$ cat config.mk
export PLATFORM = sky130hd
export DESIGN_NAME = xadc_drp_sampler
export DESIGN_NICKNAME = d
export VERILOG_FILES = /design/src/rtl/xadc_drp_sampler_pkg.sv /design/src/rtl/xadc_drp_sampler_reader.sv /design/src/rtl/xadc_drp_sampler.sv
export SDC_FILE = /design/constraint.sdc
export NUM_CORES = 1
export LEC_CHECK = 0
export BUFFER_PORTS_ARGS = -buffer_cell sky130_fd_sc_hd__buf_2
export CORE_MARGIN = 2
export CORE_UTILIZATION = 55
export DETAILED_ROUTE_END_ITERATION = 10
export PLACE_DENSITY = 0.85
export REMOVE_ABC_BUFFERS = 1
export SETUP_SLACK_MARGIN = 0.2
export SLEW_MARGIN = 20
export SYNTH_ARGS = -nofsm -noshare
export SYNTH_HDL_FRONTEND = slang
export SYNTH_SLANG_ARGS = --single-unit
$ cat constraint.sdc
create_clock -name clk -period 4.9 [get_ports clk]
set_clock_uncertainty 0.15 [all_clocks]
set_input_delay 0.49 -clock clk [delete_from_list [all_inputs] [get_ports clk]]
set_output_delay 0.49 -clock clk [all_outputs]
set_load 0.02 [all_outputs]
$ cat src/rtl/xadc_drp_sampler_pkg.sv
// xadc_drp_sampler_pkg: shared DRP widths, default channel addresses, sampler state type and saturating increment
package xadc_drp_sampler_pkg;
  localparam int DRP_AW = 7;
  localparam int DRP_DW = 16;
  localparam logic [DRP_AW-1:0] VOLTAGE_ADDR_DEF = 7'h03;
  localparam logic [DRP_AW-1:0] CURRENT_ADDR_DEF = 7'h1E;
  typedef enum logic [2:0] {
    IDLE,
    READ_V_REQ,
    READ_V_WAIT,
    READ_I_REQ,
    READ_I_WAIT,
    PRESENT
  } xadc_drp_sampler_state_t;
  function automatic logic [15:0] sat_inc(input logic [15:0] v);
    return &v ? v : v + 16'd1;
  endfunction
endpackage

$ cat src/rtl/xadc_drp_sampler_reader.sv
// xadc_drp_reader: one DRP read transaction (den pulse on start, wait for drdy or give up after TIMEOUT cycles)
// Ports: clk/rst; start_i+addr_i begin a read; den_o/daddr_o drive the DRP; do_i/drdy_i return data;
//        done_o pulses with data_o = 12-bit MSB-aligned sample shifted down; timeout_o pulses on abort.
module xadc_drp_reader
  import xadc_drp_sampler_pkg::*;
#(
  parameter int TIMEOUT = 64
) (
  input  logic              clk,
  input  logic              rst,
  input  logic              start_i,
  input  logic [DRP_AW-1:0] addr_i,
  output logic              den_o,
  output logic [DRP_AW-1:0] daddr_o,
  input  logic [DRP_DW-1:0] do_i,
  input  logic              drdy_i,
  output logic              done_o,
  output logic              timeout_o,
  output logic [DRP_DW-1:0] data_o
);
  localparam int TW = $clog2(TIMEOUT);
  logic              busy_q, busy_d;
  logic [TW-1:0]     timer_q, timer_d;
  logic [DRP_AW-1:0] addr_q, addr_d;
  assign den_o     = start_i;
  assign daddr_o   = start_i ? addr_i : addr_q;
  assign done_o    = busy_q & drdy_i;
  assign timeout_o = busy_q & ~drdy_i & (timer_q == TW'(TIMEOUT - 1));
  assign data_o    = do_i >> 4;
  always_comb begin
    busy_d  = start_i | (busy_q & ~done_o & ~timeout_o);
    timer_d = start_i ? '0 : busy_q ? timer_q + TW'(1) : timer_q;
    addr_d  = start_i ? addr_i : addr_q;
  end
  always_ff @(posedge clk)
    if (rst) begin
      busy_q  <= 1'b0;
      timer_q <= '0;
      addr_q  <= '0;
    end else begin
      busy_q  <= busy_d;
      timer_q <= timer_d;
      addr_q  <= addr_d;
    end
endmodule

$ cat src/rtl/xadc_drp_sampler.sv
// xadc_drp_sampler: per-EOS DRP read of voltage and current channels, presented as a paired pair of 16-bit AXI streams
// Ports: clk/rst; eos_i sequence pulse; drp_* DRP master; voltage_channel_* and current_monitor_channel_*
//        AXIS sources (tdata/tvalid/tready/tlast/tkeep); overrun_count_o and timeout_count_o saturating debug counters.
module xadc_drp_sampler
  import xadc_drp_sampler_pkg::*;
#(
  parameter logic [DRP_AW-1:0] VOLTAGE_ADDR = VOLTAGE_ADDR_DEF,
  parameter logic [DRP_AW-1:0] CURRENT_ADDR = CURRENT_ADDR_DEF,
  parameter int                DRP_TIMEOUT  = 64
) (
  input  logic              clk,
  input  logic              rst,
  input  logic              eos_i,
  output logic [DRP_AW-1:0] drp_daddr_o,
  output logic              drp_den_o,
  output logic              drp_dwe_o,
  output logic [DRP_DW-1:0] drp_di_o,
  input  logic [DRP_DW-1:0] drp_do_i,
  input  logic              drp_drdy_i,
  output logic [15:0]       voltage_channel_tdata_o,
  output logic              voltage_channel_tvalid_o,
  input  logic              voltage_channel_tready_i,
  output logic              voltage_channel_tlast_o,
  output logic [1:0]        voltage_channel_tkeep_o,
  output logic [15:0]       current_monitor_channel_tdata_o,
  output logic              current_monitor_channel_tvalid_o,
  input  logic              current_monitor_channel_tready_i,
  output logic              current_monitor_channel_tlast_o,
  output logic [1:0]        current_monitor_channel_tkeep_o,
  output logic [15:0]       overrun_count_o,
  output logic [15:0]       timeout_count_o
);
  xadc_drp_sampler_state_t state_q, state_d;
  logic [15:0]       v_q, v_d, i_q, i_d, ovr_q, tmo_q;
  logic              vv_q, vv_d, iv_q, iv_d;
  logic              rd_start, rd_done, rd_tmo;
  logic [DRP_DW-1:0] rd_data;
  logic [DRP_AW-1:0] rd_addr;
  assign rd_start = (state_q == READ_V_REQ) | (state_q == READ_I_REQ);
  assign rd_addr  = (state_q == READ_I_REQ) ? CURRENT_ADDR : VOLTAGE_ADDR;
  xadc_drp_reader #(.TIMEOUT(DRP_TIMEOUT)) u_reader (
    .clk      (clk),
    .rst      (rst),
    .start_i  (rd_start),
    .addr_i   (rd_addr),
    .den_o    (drp_den_o),
    .daddr_o  (drp_daddr_o),
    .do_i     (drp_do_i),
    .drdy_i   (drp_drdy_i),
    .done_o   (rd_done),
    .timeout_o(rd_tmo),
    .data_o   (rd_data)
  );
  always_comb begin
    state_d = state_q;
    v_d     = v_q;
    i_d     = i_q;
    vv_d    = vv_q;
    iv_d    = iv_q;
    case (state_q)
      IDLE:        state_d = eos_i ? READ_V_REQ : IDLE;
      READ_V_REQ:  state_d = READ_V_WAIT;
      READ_V_WAIT: begin
        v_d     = rd_done ? rd_data : rd_tmo ? '0 : v_q;
        state_d = rd_done ? READ_I_REQ : rd_tmo ? IDLE : READ_V_WAIT;
      end
      READ_I_REQ:  state_d = READ_I_WAIT;
      READ_I_WAIT: begin
        i_d     = rd_done ? rd_data : i_q;
        v_d     = rd_tmo ? '0 : v_q;
        vv_d    = rd_done;
        iv_d    = rd_done;
        state_d = rd_done ? PRESENT : rd_tmo ? IDLE : READ_I_WAIT;
      end
      PRESENT: begin
        vv_d    = vv_q & ~voltage_channel_tready_i;
        iv_d    = iv_q & ~current_monitor_channel_tready_i;
        state_d = (vv_d | iv_d) ? PRESENT : IDLE;
      end
      default:     state_d = IDLE;
    endcase
  end
  always_ff @(posedge clk)
    if (rst) begin
      state_q <= IDLE;
      v_q     <= '0;
      i_q     <= '0;
      vv_q    <= 1'b0;
      iv_q    <= 1'b0;
      ovr_q   <= '0;
      tmo_q   <= '0;
    end else begin
      state_q <= state_d;
      v_q     <= v_d;
      i_q     <= i_d;
      vv_q    <= vv_d;
      iv_q    <= iv_d;
      ovr_q   <= (eos_i && state_q != IDLE) ? sat_inc(ovr_q) : ovr_q;
      tmo_q   <= rd_tmo ? sat_inc(tmo_q) : tmo_q;
    end
  assign drp_dwe_o                        = 1'b0;
  assign drp_di_o                         = '0;
  assign voltage_channel_tdata_o          = v_q;
  assign voltage_channel_tvalid_o         = vv_q;
  assign voltage_channel_tlast_o          = 1'b0;
  assign voltage_channel_tkeep_o          = 2'b11;
  assign current_monitor_channel_tdata_o  = i_q;
  assign current_monitor_channel_tvalid_o = iv_q;
  assign current_monitor_channel_tlast_o  = 1'b0;
  assign current_monitor_channel_tkeep_o  = 2'b11;
  assign overrun_count_o                  = ovr_q;
  assign timeout_count_o                  = tmo_q;
endmodule

## Word-level counts from Yosys, hierarchy flattened

Index checks and enable logic that the tools add are counted.

| word-level totals | value |
|---|---|
| flip-flop bits (word level) | 79 |
| input port bits | 22 |
| output and inout port bits | 97 |
| word-level logic and storage cells | 61 |

| cells by class | value |
|---|---|
| add/subtract/negate cells | 3 |
| equality and inequality tests | 6 |
| multiplexer cells | 14 |
| bitwise logic cells | 17 |
| reductions and logical operators | 11 |

Operators by type and width:

| operator | number |
|---|---|
| adder 16 x 1 -> 16 bit, second input constant | 2 |
| two-way mux 16 bit | 2 |
| case mux 16 bit (2 select lines) | 1 |
| AND reduction 16 bit | 2 |
| case mux 3 bit (6 select lines) | 1 |
| two-way mux 3 bit | 3 |
| bitwise AND 1 bit | 7 |
| two-way mux 7 bit | 1 |
| inverter 1 bit | 7 |
| adder 6 x 1 -> 6 bit, second input constant | 1 |
| == test 3 x 2 -> 1 bit, second input constant | 2 |
| == test 3 bit, second input constant | 2 |
| == test 6 bit, second input constant | 1 |
| AND reduction 2 bit | 3 |
| two-way mux 5 bit | 1 |
| two-way mux 2 bit | 2 |
| case mux 1 bit (2 select lines) | 2 |
| nonzero test 2 bit | 2 |
| == test 3 x 1 -> 1 bit, second input constant | 1 |
| logical NOT 3 bit | 1 |
| bitwise OR 1 bit | 3 |
| nonzero test 3 bit | 1 |
| OR reduction 2 bit | 1 |
| logical AND 1 bit | 1 |
| two-way mux 1 bit | 1 |

## Depth between registers and ports, before layout

| depth | value |
|---|---|
| word-level depth | 6 |
| gate-level depth with buffers | 7 |
| gate-level depth less buffers | 5 |

## Cells and area by module

From an unflattened synthesis, not the netlist that was laid out.

| unflattened totals | value |
|---|---|
| cells, all modules | 464 |
| area, all modules | 3930.0 um^2 |

By module, submodules not included:

| module | instances | cells an instance | area each (um^2) | seq. area each (um^2) |
|---|---|---|---|---|
| xadc_drp_sampler | 1 | 390 | 3215.6 | 1381.3 |
| xadc_drp_reader | 1 | 74 | 714.4 | 280.3 |

## Worst setup path before layout

Ideal clock, no wire load.

| timing | value |
|---|---|
| kind | reg-to-output |
| start point | register state_q[2] |
| end point | output port drp_daddr_o[2] |
| arrival time | 1328 ps |
| required time | 4260 ps |
| path slack | 2932 ps |
| cell stages (with the launch flop) | 6 |
| buffers on the path | 1 |
| cells stage by stage | dfxtp_1 -> nand2b_1 -> clkbuf_1 -> inv_1 -> nand2_1 -> nand2_1 |

| between the ends | value |
|---|---|
| word-level cells in the longest chain between the ends | 3 |
| elaborated cells on any way between the ends | 5 |
| classes of those cells | eq/ne: 2; mux: 2; bitwise: 1 |

RTL lines:

| element | line | RTL |
|---|---|---|
| start, declared | xadc_drp_sampler.sv:33 | `xadc_drp_sampler_state_t state_q, state_d;` |
| start signal, assigned | xadc_drp_sampler.sv:93 | `state_q <= state_d;` |
| == test 3 x 1 -> 1 bit / == test 3 x 2 -> 1 bit (equally long branches) | xadc_drp_sampler.sv:39 | `assign rd_start = (state_q == READ_V_REQ) \| (state_q == READ_I_REQ);` |
| bitwise OR 1 bit * | xadc_drp_sampler.sv:39 |  |
| named net drp_den_o | xadc_drp_sampler.sv:15 | `output logic drp_den_o,` |
| two-way mux 7 bit * | n/a |  |
| end, declared | xadc_drp_sampler.sv:14 | `output logic [DRP_AW-1:0] drp_daddr_o,` |

Mark *: on every way through the listed nets, which the timed path passes. The rest lies on a longest branch.

## Worst setup path after layout

| timing | value |
|---|---|
| start point | register state_q[2] |
| end point | output port drp_daddr_o[4] |

| between the ends | value |
|---|---|
| word-level cells in the longest chain between the ends | 3 |
| elaborated cells on any way between the ends | 5 |
| classes of those cells | eq/ne: 2; mux: 2; bitwise: 1 |

RTL lines:

| element | line |
|---|---|
| == test 3 x 2 -> 1 bit / == test 3 x 1 -> 1 bit (equally long branches) | xadc_drp_sampler.sv:39, xadc_drp_sampler.sv:40 |
| two-way mux 5 bit / bitwise OR 1 bit (equally long branches) | xadc_drp_sampler.sv:40, xadc_drp_sampler.sv:39 |
| two-way mux 7 bit * | n/a |

Every way passes the cells marked *; elsewhere a longest branch is shown, timed or not.

==> metrics.md <==
| Metric | Value |
|---|---|
| Status | `complete, no violations` |
| Total of max-cap violations | `0` |
| CTS H-tree depth | `3` |
| Die width | `about 86 µm` |
| Final nets | `547` |
| Vias | `~3,400` |
| Setup TNS | `0 ns` |
| Synth-to-Final Area Change | `14.3%` |
| ANT cells | `0` |
| Critical path class | `reg -> out` |
| Clock period minus worst slack | `between 2 and 2.5 ns` |
| Hold_sp | `drp_do_i[8]` |
| Cell row count | `30` |
| Slew headroom | `0.291` |
| Initial DRC Count | `around 210` |
| Dpl cell area | `4070 µm²` |
| F_max | `407 MHz` |
| Total clock sinks | `79` |
| Worst Hold Path Cells | `3` |
| R2R setup slack | `between 2 and 3 ns` |
| Synth area leader | `dfxtp_1` |
| Starting density of the core | `0.558` |
| Synth warn | `0` |
| Leakage power | `approximately 1.8 nW` |
| Hold WC Path Type | `in -> reg` |
| Avg Cell Area, Syn | `~8.3 µm²` |
| Top FF cell, synth | `dfxtp_1` |
| Fraction of registers with async set/reset | `0` |
| Die H | `~86 µm` |
| Buffers on Ports | `just under 90` |
| WP data arrival | `1.82 ns` |
| WP data required | `roughly 4.3 ns` |
| Detailed placer's ending HPWL | `around 5900 µm` |
| VDD IR max | `roughly 190 µV` |
| Num CTS Buffers | `9` |
| Power consumption | `1.21 mW` |
| # hold bufs at CTS | `0` |
| Initial antenna violation count | `0` |
| First-pass GRT wire length | `about 14,000 µm` |
| Crit. path cell count | `5` |
| R2R cell count | `5` |
| CP max stage cell | `dfxtp_1` |
| Postcts setup bufs | `0` |
| Synth unique cells | `51` |
| Top post-synthesis cells by count | `dfxtp_1 (79), nand2_1 (62), a21oi_1 (56)` |
| CP top delay family | `simple AND/OR/NAND/NOR gates` |
| Most numerous cell in the Yosys netlist | `dfxtp_1` |
| Vias in the first global route | `roughly 3,100` |
| Clk_lat worst skew | `0.35 ns` |
| CTS root buf | `clkbuf_8` |
| Design Area, Final | `about 4300 µm²` |
| # fillers | `slightly below 600` |
| Detail Route Antenna Nets | `0` |
| Share of cells above drive strength 1 | `0.224` |
| Die area | `7450 µm²` |
| Final max-slew violation count | `0` |
| Post-synth EDFFs | `0` |
| Most Frequent Cell on Critical Path | `nand2_1` |
| Largest net degree at the start of global routing | `52` |
| Critical path startpoint category | `register` |
| DR vias/cell | `between 5 and 6` |
| RePlAce Congestion | `0.878` |
| RSZ-0062 raised after global routing | `false` |
| Crit-path max FO | `11` |
| CTS tree | `yes` |
| Seq cells post-synth | `about 80` |
| Crit-path cells | `nand2b_1, inv_1, nand2_1, nand2_1, buf_2` |
| Sequential share of the synthesized area | `0.424` |
| Area contributors post-synth | `dfxtp_1 (42%), a21oi_1 (7.5%), nand2_1 (6.2%), buf_4 (5.4%), o21ai_0 (3.0%)` |
| Drc violations | `0` |
| Area of the mapped netlist | `3730 µm²` |
| Final setup fails | `0` |
| CTS max path bufs | `2` |
| Fin crit share | `0.501` |
| Core Area | `around 6700 µm²` |
| Top Ports | `between 100 and 150` |
| Post-CTS Resized | `0` |
| CP peak stage delay | `0.46 ns` |
| Reg-to-reg endpoint | `timeout_count_o[13]$_SDFFE_PP0P_` |
| Share of the synthesized area in the top cell type | `0.424` |
| Gate Count Post-Synth | `448` |
| Final Routed Wirelength | `~8400 µm` |
| Drt pass-1 iters | `4` |
| Slew @ Worst Pin | `~1.1 ns` |
| Congestion Overflow GR | `0` |
| Hold endpoint | `current_monitor_channel_tdata_o[4]$_SDFFE_PP0P_` |
| Reg-to-Reg Start | `u_reader.timer_q[0]$_SDFFE_PP0P_` |
| Critical path capture point type | `output port` |
| Buf/Inv on CP | `2` |
| Wire length per cell | `between 10 and 15 µm` |
| Clock-pin slew on the worst setup and hold paths | `0.08 ns` |
| Tot GR Track Use | `0.224` |
| Pwr Density | `285 nW/µm²` |
| Fin. Hold Viols | `0` |
-- power by group --
part / switching (mW) / total, mW / internal [mW] / leakage (nW)
registers: 0.00739 / 0.655 / 0.648 / 0.637
clock network: 0.230 / 0.477 / 0.247 / 0.100
logic: 0.0605 / 0.0823 / 0.0218 / 1.08
total: 0.298 / 1.21 / 0.917 / 1.81
-- cells by family (layout without fill, tap and decap cells) --
family,after synthesis,in the layout,synth area share
AO/OA/AOI/OAI,109,109,0.174
XOR/XNOR,4,4,0.00940
adder cells (fa/ha/maj),3,3,0.0101
buffers and inverters,60,114,0.0909
flip-flops,79,79,0.424
multiplexers,12,12,0.0352
other,2,27,0.00201
AND/OR/NAND/NOR,179,179,0.254
-- metrics by stage --
| step | cells | setup slack [ns] | utilization | hold slack, ns |
|---|---|---|---|---|
| after CTS | 607 | 2.44 | 0.638 | 0.229 |
| after global routing | 607 | 2.25 | 0.638 | 0.245 |
| final | 607 | 2.44 | 0.638 | 0.236 |
| after detailed placement | 591 | 2.63 | 0.609 | 0.288 |
| after floorplan | 421 | 2.95 | - | 0.266 |
| after global placement | 591 | 2.70 | 0.609 | 0.280 |
-- sequential cells by signal, indices dropped and copies added, names as in the netlist --
name	count
current_monitor_channel_tdata_o	12
current_monitor_channel_tvalid_o	1
overrun_count_o	16
state_q	3
timeout_count_o	16
u_reader.addr_q	7
u_reader.busy_q	1
u_reader.timer_q	6
voltage_channel_tdata_o	16
voltage_channel_tvalid_o	1
-- worst reg2reg max path, delay by kind of cell, from the launching register on --
family,cells,cell delay (ns)
AND/OR/NAND/NOR,3,1.07
flip-flops,1,0.37
multiplexers,1,0.37
adder cells (fa/ha/maj),1,0.19
-- worst max-delay path by stage --
stage                                    startpoint                          endpoint
floorplan           timeout_count_o[0]$_SDFFE_PP0P_   timeout_count_o[4]$_SDFFE_PP0P_
global placement                         drp_drdy_i  timeout_count_o[13]$_SDFFE_PP0P_
detailed placement                       drp_drdy_i  timeout_count_o[13]$_SDFFE_PP0P_
CTS                           state_q[2]$_SDFF_PP0_                    drp_daddr_o[4]
global route                  state_q[2]$_SDFF_PP0_                    drp_daddr_o[4]
finish                        state_q[2]$_SDFF_PP0_                    drp_daddr_o[4]
-- routing by layer --
metal,track usage,vias to the layer above,share of wire
li1,-,1686,-
met3,0.0457,6,0.060
met5,0.0420,-,0
met2,0.390,103,0.52
met4,0.0881,0,0.0098
met1,0.268,1608,0.41
-- cell type report --
class / instances / area (µm²) / area share
Inverter: 8 / 30.0 / 0.00705
Multi-Input combinational cell: 334 / 1900 / 0.446
Timing Repair Buffer: 90 / 458 / 0.107
Sequential cell: 79 / 1580 / 0.371
Clock buffer: 12 / 145 / 0.0341
Clock inverter: 4 / 45.0 / 0.0106
Tap cell: 80 / 100 / 0.0235
-- cells in the final DEF, fill, tap and decap left out, types with 5 or more instances in the layout --
cell      netlist  layout
or4_1          12      12
buf_2           4      87
nand2_1        62      62
nor2b_1        10      10
nand4_1         8       8
nor3_1          8       8
o31ai_1        12      12
nor2_1         20      20
dfxtp_1        79      79
and2_1          5       5
and3_1          9       9
nand3_1        11      11
nand2b_1        8       8
clkbuf_8        0      10
o21ai_0        22      22
or3_1           6       6
conb_1          2      27
inv_1           8       8
nor4_1          6       6
mux2_2          9       9
a21oi_1        56      56
(Power assumes the default switching activity.)
